[src/rtl/pht_update_ctrl_pkg.sv]
// rtl/pht_update_ctrl_pkg.sv - shared gshare constants, FSM encoding and counter helper
package pht_update_ctrl_pkg;

  localparam int GHR_WIDTH_DEF = 5;
  localparam int PHT_SIZE = 1 << GHR_WIDTH_DEF;
  localparam logic [1:0] CTR_INIT = 2'b10;

  typedef enum logic [1:0] {
    ST_INIT = 2'd0,
    ST_IDLE = 2'd1,
    ST_WR   = 2'd2
  } pht_state_e;

  // Saturating 2-bit counter step.
  function automatic logic [1:0] ctr_next(input logic [1:0] ctr, input logic taken);
    if (taken) return (ctr == 2'b11) ? 2'b11 : ctr + 2'b01;
    else       return (ctr == 2'b00) ? 2'b00 : ctr - 2'b01;
  endfunction

endpackage

[src/rtl/pht_update_ctrl_if.sv]
// rtl/pht_update_ctrl_if.sv - lookup, update, table-port and status signals of the PHT controller
interface pht_update_ctrl_if #(parameter int GHR_WIDTH = 5);

  logic                 clear;
  logic                 lookup_valid;
  logic [31:0]          lookup_pc;
  logic                 lookup_ready;
  logic                 pred_valid;
  logic                 pred_taken;
  logic [GHR_WIDTH-1:0] pred_index;
  logic                 upd_valid;
  logic                 upd_taken;
  logic [GHR_WIDTH-1:0] upd_index;
  logic                 upd_ready;
  logic                 pht_en;
  logic                 pht_we;
  logic [GHR_WIDTH-1:0] pht_addr;
  logic [1:0]           pht_wdata;
  logic [1:0]           pht_rdata;
  logic                 busy;

  // master: fetch/decode side plus the table macro; slave: the controller.
  modport master (
    output clear, lookup_valid, lookup_pc, upd_valid, upd_taken, upd_index, pht_rdata,
    input  lookup_ready, pred_valid, pred_taken, pred_index, upd_ready,
           pht_en, pht_we, pht_addr, pht_wdata, busy
  );

  modport slave (
    input  clear, lookup_valid, lookup_pc, upd_valid, upd_taken, upd_index, pht_rdata,
    output lookup_ready, pred_valid, pred_taken, pred_index, upd_ready,
           pht_en, pht_we, pht_addr, pht_wdata, busy
  );

endinterface

[src/rtl/pht_update_ctrl_upd_fifo.sv]
// rtl/pht_update_ctrl_upd_fifo.sv - update queue of {index, taken} entries with synchronous flush
module pht_update_ctrl_upd_fifo #(
  parameter int WIDTH = 6,
  parameter int DEPTH = 4
) (
  input  logic             clk,
  input  logic             rst,
  input  logic             flush,
  input  logic             push,
  input  logic [WIDTH-1:0] push_data,
  input  logic             pop,
  output logic [WIDTH-1:0] pop_data,
  output logic             full,
  output logic             empty
);

  localparam int AW = $clog2(DEPTH);
  localparam logic [AW:0] PTR_ONE = {{AW{1'b0}}, 1'b1};

  logic [WIDTH-1:0] mem [DEPTH];
  logic [AW:0]      wr_ptr;
  logic [AW:0]      rd_ptr;

  // Extra pointer bit separates full from empty when the low bits match.
  assign empty    = (wr_ptr == rd_ptr);
  assign full     = (wr_ptr[AW] != rd_ptr[AW]) && (wr_ptr[AW-1:0] == rd_ptr[AW-1:0]);
  assign pop_data = mem[rd_ptr[AW-1:0]];

  always_ff @(posedge clk or negedge rst) begin
    if (!rst) begin
      wr_ptr <= '0;
      rd_ptr <= '0;
    end else if (flush) begin
      wr_ptr <= '0;
      rd_ptr <= '0;
    end else begin
      if (push && !full) wr_ptr <= wr_ptr + PTR_ONE;
      if (pop && !empty) rd_ptr <= rd_ptr + PTR_ONE;
    end
  end

  always_ff @(posedge clk) begin
    if (push && !full && !flush) mem[wr_ptr[AW-1:0]] <= push_data;
  end

endmodule

[src/rtl/pht_update_ctrl.sv]
// rtl/pht_update_ctrl.sv - gshare PHT port arbiter, GHR and init sweep; PHT_PERF_EN adds perf counters
module pht_update_ctrl
  import pht_update_ctrl_pkg::*;
#(
  parameter int GHR_WIDTH = GHR_WIDTH_DEF,
  parameter int UPD_DEPTH = 4
) (
  input  logic clk,
  input  logic rst,
`ifdef PHT_PERF_EN
  pht_update_ctrl_if.slave bus,
  output logic [31:0] perf_lookup_cnt,
  output logic [31:0] perf_update_cnt,
  output logic [31:0] perf_stall_cnt
`else
  pht_update_ctrl_if.slave bus
`endif
);

  localparam logic [GHR_WIDTH-1:0] IDX_ONE = {{(GHR_WIDTH-1){1'b0}}, 1'b1};

  pht_state_e           state, state_nxt;
  logic [GHR_WIDTH-1:0] sweep_cnt;
  logic [GHR_WIDTH-1:0] ghr;
  logic [GHR_WIDTH-1:0] lookup_idx;
  logic [GHR_WIDTH-1:0] hold_index;
  logic                 hold_taken;
  logic                 pred_valid_q;
  logic                 pred_init;
  logic [GHR_WIDTH-1:0] pred_index_q;
  logic                 fifo_full, fifo_empty;
  logic [GHR_WIDTH:0]   fifo_head;
  logic                 rd_grant;
  logic                 upd_ready_int;
  logic                 upd_push;
  logic                 lookup_ready_int;
  logic                 lookup_fire;
  logic                 pht_en_c, pht_we_c;
  logic [GHR_WIDTH-1:0] pht_addr_c;
  logic [1:0]           pht_wdata_c;
  logic                 unused_pc;

  assign unused_pc  = ^{bus.lookup_pc[31:GHR_WIDTH+2], bus.lookup_pc[1:0]};
  assign lookup_idx = bus.lookup_pc[GHR_WIDTH+1:2] ^ ghr;

  assign upd_ready_int = !fifo_full && (state != ST_INIT);
  assign upd_push      = bus.upd_valid && upd_ready_int && !bus.clear;

  // Updates yield to lookups unless the queue would otherwise back up ID.
  assign rd_grant = (state == ST_IDLE) && !fifo_empty && (!bus.lookup_valid || fifo_full);

  assign lookup_ready_int = rst && ((state == ST_INIT) || ((state == ST_IDLE) && !rd_grant));
  assign lookup_fire      = bus.lookup_valid && lookup_ready_int;

  pht_update_ctrl_upd_fifo #(
    .WIDTH (GHR_WIDTH + 1),
    .DEPTH (UPD_DEPTH)
  ) u_upd_fifo (
    .clk       (clk),
    .rst       (rst),
    .flush     (bus.clear),
    .push      (upd_push),
    .push_data ({bus.upd_index, bus.upd_taken}),
    .pop       (rd_grant),
    .pop_data  (fifo_head),
    .full      (fifo_full),
    .empty     (fifo_empty)
  );

  always_comb begin
    state_nxt   = state;
    pht_en_c    = 1'b0;
    pht_we_c    = 1'b0;
    pht_addr_c  = '0;
    pht_wdata_c = '0;
    case (state)
      ST_INIT: begin
        pht_en_c    = 1'b1;
        pht_we_c    = 1'b1;
        pht_addr_c  = sweep_cnt;
        pht_wdata_c = CTR_INIT;
        if (sweep_cnt == '1) state_nxt = ST_IDLE;
      end
      ST_IDLE: begin
        if (rd_grant) begin
          pht_en_c   = 1'b1;
          pht_addr_c = fifo_head[GHR_WIDTH:1];
          state_nxt  = ST_WR;
        end else if (bus.lookup_valid) begin
          pht_en_c   = 1'b1;
          pht_addr_c = lookup_idx;
        end
      end
      ST_WR: begin
        pht_en_c    = 1'b1;
        pht_we_c    = 1'b1;
        pht_addr_c  = hold_index;
        pht_wdata_c = ctr_next(bus.pht_rdata, hold_taken);
        state_nxt   = ST_IDLE;
      end
      default: state_nxt = ST_INIT;
    endcase
    if (bus.clear) state_nxt = ST_INIT;
    if (!rst) begin
      pht_en_c = 1'b0;
      pht_we_c = 1'b0;
    end
  end

  always_ff @(posedge clk or negedge rst) begin
    if (!rst) begin
      state        <= ST_INIT;
      sweep_cnt    <= '0;
      ghr          <= '0;
      hold_index   <= '0;
      hold_taken   <= 1'b0;
      pred_valid_q <= 1'b0;
      pred_init    <= 1'b0;
      pred_index_q <= '0;
    end else begin
      state        <= state_nxt;
      pred_valid_q <= lookup_fire;
      if (lookup_fire) begin
        pred_index_q <= lookup_idx;
        pred_init    <= (state == ST_INIT);
      end
      if (rd_grant) begin
        hold_index <= fifo_head[GHR_WIDTH:1];
        hold_taken <= fifo_head[0];
      end
      if (bus.clear) begin
        sweep_cnt <= '0;
        ghr       <= '0;
      end else begin
        if (state == ST_INIT) sweep_cnt <= sweep_cnt + IDX_ONE;
        if (upd_push) ghr <= {ghr[GHR_WIDTH-2:0], bus.upd_taken};
      end
    end
  end

  assign bus.lookup_ready = lookup_ready_int;
  assign bus.upd_ready    = upd_ready_int;
  assign bus.pred_valid   = pred_valid_q;
  assign bus.pred_taken   = pred_valid_q && (pred_init || bus.pht_rdata[1]);
  assign bus.pred_index   = pred_index_q;
  assign bus.pht_en       = pht_en_c;
  assign bus.pht_we       = pht_we_c;
  assign bus.pht_addr     = pht_addr_c;
  assign bus.pht_wdata    = pht_wdata_c;
  assign bus.busy         = (state == ST_INIT);

`ifdef PHT_PERF_EN
  always_ff @(posedge clk or negedge rst) begin
    if (!rst) begin
      perf_lookup_cnt <= '0;
      perf_update_cnt <= '0;
      perf_stall_cnt  <= '0;
    end else if (bus.clear) begin
      perf_lookup_cnt <= '0;
      perf_update_cnt <= '0;
      perf_stall_cnt  <= '0;
    end else begin
      if (lookup_fire) perf_lookup_cnt <= perf_lookup_cnt + 32'd1;
      if (state == ST_WR) perf_update_cnt <= perf_update_cnt + 32'd1;
      if (bus.lookup_valid && !lookup_ready_int) perf_stall_cnt <= perf_stall_cnt + 32'd1;
    end
  end
`endif

endmodule

[src/flat_wrapper.sv]
// flat-port wrapper written by rule: the top's interface ports become plain ports
module pht_update_ctrl_flat import pht_update_ctrl_pkg::*;
#(
  parameter int GHR_WIDTH = GHR_WIDTH_DEF,
  parameter int UPD_DEPTH = 4
)
  (clk, rst, bus_clear, bus_lookup_valid, bus_lookup_pc, bus_upd_valid, bus_upd_taken, bus_upd_index, bus_pht_rdata, bus_lookup_ready, bus_pred_valid, bus_pred_taken, bus_pred_index, bus_upd_ready, bus_pht_en, bus_pht_we, bus_pht_addr, bus_pht_wdata, bus_busy);
  pht_update_ctrl_if #(.GHR_WIDTH(GHR_WIDTH)) bus_i ();
  input  logic clk;
  input  logic rst;
  input wire logic [$bits(bus_i.clear)-1:0] bus_clear;
  input wire logic [$bits(bus_i.lookup_valid)-1:0] bus_lookup_valid;
  input wire logic [$bits(bus_i.lookup_pc)-1:0] bus_lookup_pc;
  input wire logic [$bits(bus_i.upd_valid)-1:0] bus_upd_valid;
  input wire logic [$bits(bus_i.upd_taken)-1:0] bus_upd_taken;
  input wire logic [$bits(bus_i.upd_index)-1:0] bus_upd_index;
  input wire logic [$bits(bus_i.pht_rdata)-1:0] bus_pht_rdata;
  output wire logic [$bits(bus_i.lookup_ready)-1:0] bus_lookup_ready;
  output wire logic [$bits(bus_i.pred_valid)-1:0] bus_pred_valid;
  output wire logic [$bits(bus_i.pred_taken)-1:0] bus_pred_taken;
  output wire logic [$bits(bus_i.pred_index)-1:0] bus_pred_index;
  output wire logic [$bits(bus_i.upd_ready)-1:0] bus_upd_ready;
  output wire logic [$bits(bus_i.pht_en)-1:0] bus_pht_en;
  output wire logic [$bits(bus_i.pht_we)-1:0] bus_pht_we;
  output wire logic [$bits(bus_i.pht_addr)-1:0] bus_pht_addr;
  output wire logic [$bits(bus_i.pht_wdata)-1:0] bus_pht_wdata;
  output wire logic [$bits(bus_i.busy)-1:0] bus_busy;
  assign bus_i.clear = bus_clear;
  assign bus_i.lookup_valid = bus_lookup_valid;
  assign bus_i.lookup_pc = bus_lookup_pc;
  assign bus_i.upd_valid = bus_upd_valid;
  assign bus_i.upd_taken = bus_upd_taken;
  assign bus_i.upd_index = bus_upd_index;
  assign bus_i.pht_rdata = bus_pht_rdata;
  assign bus_lookup_ready = bus_i.lookup_ready;
  assign bus_pred_valid = bus_i.pred_valid;
  assign bus_pred_taken = bus_i.pred_taken;
  assign bus_pred_index = bus_i.pred_index;
  assign bus_upd_ready = bus_i.upd_ready;
  assign bus_pht_en = bus_i.pht_en;
  assign bus_pht_we = bus_i.pht_we;
  assign bus_pht_addr = bus_i.pht_addr;
  assign bus_pht_wdata = bus_i.pht_wdata;
  assign bus_busy = bus_i.busy;
  pht_update_ctrl #(.GHR_WIDTH(GHR_WIDTH), .UPD_DEPTH(UPD_DEPTH)) u_core (.clk(clk), .rst(rst), .bus(bus_i));
endmodule
[config.mk]
export PLATFORM = sky130hd
export DESIGN_NAME = pht_update_ctrl_flat
export DESIGN_NICKNAME = d
export VERILOG_FILES = /design/src/rtl/pht_update_ctrl_pkg.sv /design/src/rtl/pht_update_ctrl_if.sv /design/src/rtl/pht_update_ctrl_upd_fifo.sv /design/src/rtl/pht_update_ctrl.sv /design/src/flat_wrapper.sv
export SDC_FILE = /design/constraint.sdc
export NUM_CORES = 1
export LEC_CHECK = 0
export BUFFER_PORTS_ARGS = -buffer_cell sky130_fd_sc_hd__buf_2
export CORE_MARGIN = 2
export CORE_UTILIZATION = 45
export CTS_BUF_LIST = sky130_fd_sc_hd__clkbuf_8
export DETAILED_ROUTE_END_ITERATION = 16
export HOLD_SLACK_MARGIN = 0.08
export PLACE_DENSITY = 0.69
export SLEW_MARGIN = 5
export SYNTH_ARGS = -nofsm -noshare
export SYNTH_HDL_FRONTEND = slang
export SYNTH_SLANG_ARGS = --single-unit
[constraint.sdc]
create_clock -name clk -period 4.1 [get_ports clk]
set_clock_uncertainty 0.1 [all_clocks]
set_input_delay 0.205 -clock clk [delete_from_list [all_inputs] [get_ports clk]]
set_output_delay 0.205 -clock clk [all_outputs]
set_load 0.01 [all_outputs]
After elaboration in Yosys (flattened, before gate mapping)
Memories as Yosys holds them, arrays and structs flattened. Cells that the tools add are included.

Flip-flop bits (word level): 31. RAM bits: 24. Input port bits: 45. Output and inout port bits: 19. Logic and storage cells: 83. Memories kept: 1.

Memories: u_core.u_upd_fifo.mem (words 4, bits a word 6, read ports 1, clocked after Yosys merged registers in 0, write ports 1, RTL line pht_update_ctrl_upd_fifo.sv:20) `logic [WIDTH-1:0] mem [DEPTH];`.

Add/sub/neg operators: 5. Equality and inequality tests: 9. Muxes and demuxes: 27. Bitwise operators: 1. Reduce and logical (&&, ||, !) cells: 30.

Operator list (number): $mux 5 (6); $pmux 5 s3 (1); $logic_and 1x1->1 (13); $mux 2 (6); $mux 3 (4); $reduce_bool 2->1 (5); $mux 1 (7); $add 3x1->3 const B (2); $ne 3x2->1 const B (2); $pmux 2 s3 (1); $add 5x1->5 const B (1); $eq 5x5->1 const B (1); $logic_not 1->1 (5); $xor 5x5->5 (1); $eq 2x2->1 const B (2); $logic_not 2->1 (2); $pmux 2 s2 (1); $eq 3x3->1 (1); $logic_or 1x1->1 (3); $add 2x1->2 const B (1); $eq 2x1->1 const B (1); $eq 2x2->1 (1); $pmux 1 s2 (1); $reduce_and 2->1 (1); other kinds (3) (3).

Depth between registers and ports, before layout
Gate-level depths: netlist of run 1.

Word-level depth: 10. Mapped depth: 7. Gate-level depth less buffers: 6.

By module
From an unflattened synthesis of run 1, not the netlist that was laid out.

Cells, all modules: 214. Area, all modules: 2830.2 um2.

Modules (own cells, without submodules): pht_update_ctrl_upd_fifo (times used 1, cells an instance 95, area an instance 1461.4 um2, sequential area each 870.8 um2); pht_update_ctrl (times used 1, cells an instance 119, area an instance 1368.8 um2, sequential area each 625.6 um2).

Worst setup path after synthesis of run 1
OpenSTA, ideal clock, no wires.

Path kind: register to register. Start point: register u_core.state[1]. End point: memory u_core.u_upd_fifo.mem[3][0], enable pin. Library setup time: 0.378 ns. Arrival: 1.528 ns. Required time: 3.622 ns. Setup slack: 2.093 ns. Stages on the path, launching flop included: 5. Buffers on the path: 1. Clock period less this slack: 2.007 ns. Path through: dfrtp_1 clkbuf_1 o21ai_0 nand2b_1 nor3b_1.

Word-level cells in the longest chain between the ends: 8.

RTL lines: start, declared (RTL line pht_update_ctrl.sv:22) `pht_state_e state, state_nxt;`; start signal, assigned (RTL line pht_update_ctrl.sv:121) `state <= state_nxt;`; $reduce_bool 2->1 (RTL line pht_update_ctrl.sv:46) `assign upd_ready_int = !fifo_full && (state != ST_INIT);`; $logic_and 1x1->1 (RTL line pht_update_ctrl.sv:46); $logic_and 1x1->1 (2 in a row) (RTL line pht_update_ctrl.sv:47) `assign upd_push = bus.upd_valid && upd_ready_int && !bus.clear;`; $logic_and 1x1->1 (2 in a row) (RTL line pht_update_ctrl_upd_fifo.sv:43) `if (push && !full && !flush) mem[wr_ptr[AW-1:0]] <= push_data;`; $mux 1 (RTL line pht_update_ctrl_upd_fifo.sv:43); $mux 1 (implied by the code) (RTL line pht_update_ctrl_upd_fifo.sv:43); end, declared (RTL line pht_update_ctrl_upd_fifo.sv:20).

Every way passes these cells.

Worst setup path after layout of run 1
Start point: register u_core.state[1]. End point: memory u_core.u_upd_fifo.mem[0][3], enable pin.

Same word-level chain as after synthesis.

==> run metrics, run 1 <==
status complete, no violations; slowest cell on the critical path nor3b_1; first-pass GRT wire length 8183 microns; port buffer count 36; Nets 302; total power 986.1 uW; Finish-stage setup viols 0; vias in the first global route 1,578; CTS max path bufs 2; Crit path max-delay family simple AND/OR/NAND/NOR gates; layout cell share with drive strength beyond 1 22.31%; core region area 5851 sq um; Critical Path Max Stage Delay 0.94 ns; Worst Setup SP u_core.state[1]; reg-to-reg slack, setup 1.29 ns; EDFF count, synth 24; cell count along the critical path 3; worst r2r src u_core.state[1]; Unique masters post-synth 35; non-filler cells in the finished layout 326; Post-Syn Area 2676 sq um; TritonCTS Buffers 5; total gr overflow 0; Min-Delay Startpoint bus_lookup_pc[4]; Critical Path AT 2.64 ns; routability cong. 0.7506; Synth Register Bits 55; crit path kind reg -> reg; fmax 0.3558 GHz; crit path buf inv count 0; final HPWL from detailed placement 3572 microns; leakage 1.245 nW; vias 1,738; Detailed Route Iter0 Violations 103; Clock Latency Late Sink 0.31 ns; post-CTS setup buffers 0; Reg clk slew, reported paths 0.10 ns; Die Span X 81.12 microns; Slew HR 24.81%; CTS tree built; Post-CTS Resized 0; RSZ-0062 raised after global routing no; CP Capture Type register; Top FF cell, synth dfrtp_1; sequential share of power 60.9%; 1st-pass router iterations 4; Crit Path Max Fanout 17; sw frac 24.04%; Initial Utilization 45.74%; count leader, synth dfrtp_1; final core occ 51.97%; height of the die 81.12 microns; I/O Pins 64; die area 6580 sq um; fillers 515; CP startpoint kind register; post-synth net total 263; Critical Path RT 3.93 ns; Internal 749.0 uW; worst-path cell chain o21ai_0 > nand2b_1 > nor3b_1; clk sink count 55; Mapped Cells 211; crit path capture u_core.u_upd_fifo.mem[0][3]; drt via density 5.331; top cells by count, synth dfrtp_1 (31), edfxtp_1 (24), mux2i_1 (18), nor2_1 (17), inv_1 (13); Final ANT Viol Nets 0; Area growth syn-to-layout 13.60%; Clk network pwr share 31.2%; final WL 5125 microns; Worst Reg2Reg Path Length in Cells 3; ys async rst share 56.36%; Worst Hold Class in -> reg; # diodes 0; row count 28; all-layer global routing usage 16.75%; largest net degree at the start of global routing 36; Hold Slack 0.1203 ns; part of the power in combinational logic 7.9%; post-DR wirelength/cell 15.72 microns; Max Cap Violations 0; H-tree levels 2; minimum clock period 2.810 ns; yosys warns 0; pwr/cell area 324.3 nW/um^2; area share of the largest cell type after synthesis 28.99%; antenna violations before repair 0; hold violation total from the final report 0; worst ir drop on vdd 0.0002344 V; final-report max-slew violation count 0; setup_tns 0 ns; switching power of the nets 237.0 uW; Period Utilization, post-route 68.54%; FF-to-FF End u_core.u_upd_fifo.mem[0][3]; average size of a mapped cell 12.68 sq um; clk root buf clkbuf_8; placed cell count 311; post-synthesis sequential area ratio 55.91%; Synth area leader dfrtp_1; worst-margin pin slew 1.125 ns; synth top area cells dfrtp_1 (29%), edfxtp_1 (27%), mux2i_1 (6.7%), mux4_2 (5.0%), ha_1 (3.3%); number of remaining DRC errors 0
-- metrics by stage --
stage          worst slack, ns  area (sq um)
2_1_floorplan            2.093          2676
3_3_place_gp             1.404          2879
3_5_place_dp             1.243          2879
4_1_cts                  1.234          3040
5_1_grt                  1.052          3040
6_report                 1.290          3040
-- sequential cells by signal, indices dropped and copies added (netlist names) --
name and flops:
u_core.u_upd_fifo.wr_ptr 3, u_core.u_upd_fifo.rd_ptr 3, u_core.bus.pred_valid 1, u_core.hold_taken 1
u_core.state 2, u_core.sweep_cnt 5, u_core.ghr 5, u_core.hold_index 5
u_core.pred_init 1, u_core.u_upd_fifo.mem 24, u_core.bus.pred_index 5
-- power by group through the flow --
| stage | Combinational [mW] | Sequential [mW] | Clock (mW) |
|---|---|---|---|
| CTS | 0.0800 | 0.600 | 0.319 |
| floorplan | 0.0322 | 0.615 | 0 |
| detailed placement | 0.0743 | 0.612 | 0 |
| global route | 0.0889 | 0.603 | 0.343 |
| finish | 0.0782 | 0.600 | 0.308 |
| global placement | 0.0723 | 0.611 | 0 |
-- tightest hold or removal path: stages --
cell,delay [ns]
buf_2,0.08
xnor2_1,0.13
mux2i_1,0.08
-- layout make-up --
class,instances,area [sq um],area share (%)
Sequential cell,55,1496,49.22
Tap cell,75,93.84,3.086
Inverter,13,48.80,1.605
Multi-Input combinational cell,132,1060,34.86
Timing Repair Buffer,43,250.2,8.230
Clock buffer,5,68.82,2.263
Clock inverter,3,22.52,0.7407
-- worst min path at each step --
stage                                          end  slack (ns)  cells after the start
after floorplan           u_core.bus.pred_index[0]       -0.19                      0
after global placement       u_core.bus.pred_valid        0.23                      1
after detailed placement           u_core.state[0]        0.23                      1
after CTS                 u_core.bus.pred_index[2]        0.13                      3
after global routing      u_core.bus.pred_index[3]        0.12                      3
final                     u_core.bus.pred_index[2]        0.12                      3
-- per-layer routing --
layer  share of wire [%]  vias up  wire length, microns  global-route usage (%)
li1                    -      833                     -                       -
met1                  48      853                  2444                   23.51
met2                  46       45                  2367                   26.28
met3                 4.5        7                   233                   3.778
met4                 1.6        0                    80                   4.576
met5                   0        -                     0                       0
-- cell families after synthesis --
logic type,after synthesis,share of synthesized area [%]
flip-flops,55,55.91
AND/OR/NAND/NOR,54,10.75
AO/OA/AOI/OAI,31,8.088
multiplexers,26,12.90
buffers and inverters,24,4.488
XOR/XNOR,14,4.582
adder cells (fa/ha/maj),7,3.272
-- placed cells by master (no fill, tap or decap), types with 4 or more instances in the layout --
cell,n
nor3b_1,4
dlygate4sd3_1,7
dfrtp_1,31
inv_1,13
nand2_1,7
xor2_1,5
mux4_2,6
nand4_1,6
nor2b_1,4
edfxtp_1,24
clkbuf_8,5
o21ai_1,6
ha_1,7
a21oi_1,6
o21ai_0,6
nand2b_1,5
xnor2_1,9
buf_2,36
mux2i_1,18
o221ai_1,5
nor2_1,17
-- repair_timing --
action	4_1_cts	5_1_grt
hold endpoints to repair	55	0
endpoints found under the setup margin	0	0
hold buffers	7	0
Note: power is estimated with default switching activity, not from simulation.
==> inputs of run 2 (changes only) <==
Settings changed: PLACE_DENSITY 0.69 to 0.72.
Clock period 4.1 ns to 2.3 ns, I/O delays scaled along.
==> run metrics, run 2 (synthesis gave the netlist of run 1 again) <==
CTS tree built; final-report max-slew violation count 0 (unchanged); Internal 1.330 mW (+78%); leakage 1.324 nW (+6.4%); port buffer count 36 (unchanged); Crit Path Max Fanout 8 (-9); setup ws final 0.1322 ns (-1.158 ns); Max Cap Violations 0 (unchanged); Critical Path RT 2.09 ns (-1.84 ns); routability cong. 0.7525 (+0.25%); drt via density 5.231 (-1.9%); clk root buf clkbuf_8; Critical Path Max Stage Delay 0.50 ns (-0.44 ns); final core occ 54.30% (+2.3 points); worst ir drop on vdd 0.0004089 V (+74%); Reg clk slew, reported paths 0.09 ns (about the same); final HPWL from detailed placement 3832 microns (+7.3%); part of the power in combinational logic 8.4% (+0.5 points); CTS max path bufs 2 (unchanged); Critical Path AT 1.95 ns (-0.69 ns); 1st-pass router iterations 6 (+2); height of the die 81.12 microns (unchanged); RSZ-0062 raised after global routing no; leading cell type in the layout, fill and taps excluded buf_2; row count 28 (unchanged); first-pass GRT wire length 8776 microns (+7.2%); Initial Utilization 45.74% (unchanged); sequential share of power 61.6% (+0.7 points); core region area 5851 sq um (unchanged); CP Capture Type output pin; TritonCTS Buffers 5 (unchanged); number of remaining DRC errors 0 (unchanged); final WL 5319 microns (+3.8%); Clock Latency Late Sink 0.31 ns (about the same); post-DR wirelength/cell 15.55 microns (-1.1%); I/O Pins 64 (unchanged); Die Span X 81.12 microns (unchanged); post-CTS setup buffers 0 (unchanged); Nets 318 (+5.3%); layout cell share with drive strength beyond 1 25.84% (+3.5 points); all-layer global routing usage 18.15% (+1.4 points); Period Utilization, post-route 94.25%; worst-path cell chain xor2_1 > or3_4 > and2_1 > a21oi_1 > buf_2; clk sink count 55 (unchanged); Detailed Route Iter0 Violations 85 (-17%); CP startpoint kind register; Finish-stage setup viols 0 (unchanged); switching power of the nets 407.5 uW (+72%); status complete, no violations; sw frac 23.46% (-0.58 points); reg-to-reg slack, setup 0.40 ns (-0.89 ns); vias in the first global route 1,806 (+14%); pwr/cell area 546.9 nW/um^2 (+69%); worst-margin pin slew 0.4720 ns (-0.6535 ns); fillers 506 (-1.7%); Clk network pwr share 29.9% (-1.3 points); minimum clock period 2.168 ns; total gr overflow 0 (unchanged); Area growth syn-to-layout 18.70%; vias 1,789 (+2.9%); die area 6580 sq um (unchanged); H-tree levels 2 (unchanged); largest net degree at the start of global routing 35 (-2.8%); non-filler cells in the finished layout 342 (+4.9%); crit path buf inv count 1 (+1); Crit path max-delay family simple AND/OR/NAND/NOR gates; crit path kind reg -> out; antenna violations before repair 0 (unchanged); commonest cells after routing, fill and taps aside buf_2 (36), dfrtp_1 (31), edfxtp_1 (24), mux2i_1 (18), nor2_1 (17); Final ANT Viol Nets 0 (unchanged); # diodes 0 (unchanged); Setup WS pre-CTS 0.3297 ns (-0.9138 ns); Slew HR 68.53% (+44 points); hold violation total from the final report 0 (unchanged); fmax 0.4613 GHz; setup_tns 0 ns (unchanged); max reg flops 24 (unchanged); Worst Hold Class in -> reg; slowest cell on the critical path dfrtp_1; placed cell count 323 (+3.9%)
-- run 2: cell types whose count changed in the layout (fill, tap and decap cells not counted), sizes merged --
cell | before | now
buf | 36 | 48
dlygate4sd3 | 7 | 11
inv | 15 | 14
clkinv | 0 | 1
-- run 2: power by group through the flow --
| stage | registers [mW] | logic (mW) | clock network, mW |
|---|---|---|---|
| final | 1.07 | 0.146 | 0.520 |
| after global routing | 1.07 | 0.165 | 0.574 |
| after floorplan | 1.10 | 0.0575 | 0 |
| after CTS | 1.07 | 0.149 | 0.536 |
| after detailed placement | 1.09 | 0.134 | 0 |
| after global placement | 1.09 | 0.130 | 0 |
-- run 2: layer usage --
layer,up-vias,share of wire (%),track usage [%]
met1,860,44,22.24
li1,868,-,-
met4,0,1.7,6.949
met2,51,49,31.57
met3,10,4.9,3.667
met5,-,0,0
-- run 2: worst register-to-register path: stages (launching register included) --
cell and delay [ns]:
dfrtp_1 0.50, xor2_1 0.21, or3_4 0.44, and3_4 0.25, mux2_4 0.31
-- run 2: cell type report --
type / count / area (sq um) / area share [%]
inverters: 13 / 48.80 / 1.536
repair buffers: 59 / 380.4 / 11.97
well taps: 75 / 93.84 / 2.954
flip-flops and latches: 55 / 1496 / 47.11
clock buffers: 5 / 68.82 / 2.166
clock inverters: 3 / 16.27 / 0.5120
multi-input cells: 132 / 1072 / 33.75
-- run 2: worst paths after layout --
| check | to | cells after the start | startpoint |
|---|---|---|---|
| min in group asynchronous | u_core.state[1] | 3 | rst |
| hold reg to reg | u_core.bus.pred_index[3] | 2 | u_core.bus.pred_index[3] |
| max in group asynchronous | u_core.ghr[1] | 3 | rst |
| hold / removal | u_core.u_upd_fifo.rd_ptr[2] | 3 | bus_lookup_valid |
| setup reg to reg | u_core.u_upd_fifo.rd_ptr[0] | 4 | u_core.u_upd_fifo.wr_ptr[0] |
| setup / recovery | bus_lookup_ready | 5 | u_core.u_upd_fifo.wr_ptr[0] |
-- run 2: repair_timing --
action | CTS | global route
endpoints found under the setup margin | 0 | 4
hold buffers | 11 | 0
gates resized for setup | 0 | 2
hold endpoints to repair | 61 | 0
-- run 2: metrics by stage --
| stage | power (mW) | cell area, sq um | hold WS, ns |
|---|---|---|---|
| floorplan | 1.153 | 2676 | -0.2806 |
| global placement | 1.220 | 2969 | 0.08566 |
| detailed placement | 1.226 | 2969 | 0.08755 |
| CTS | 1.756 | 3164 | 0.09662 |
| global route | 1.814 | 3177 | 0.1136 |
| finish | 1.737 | 3177 | 0.1056 |
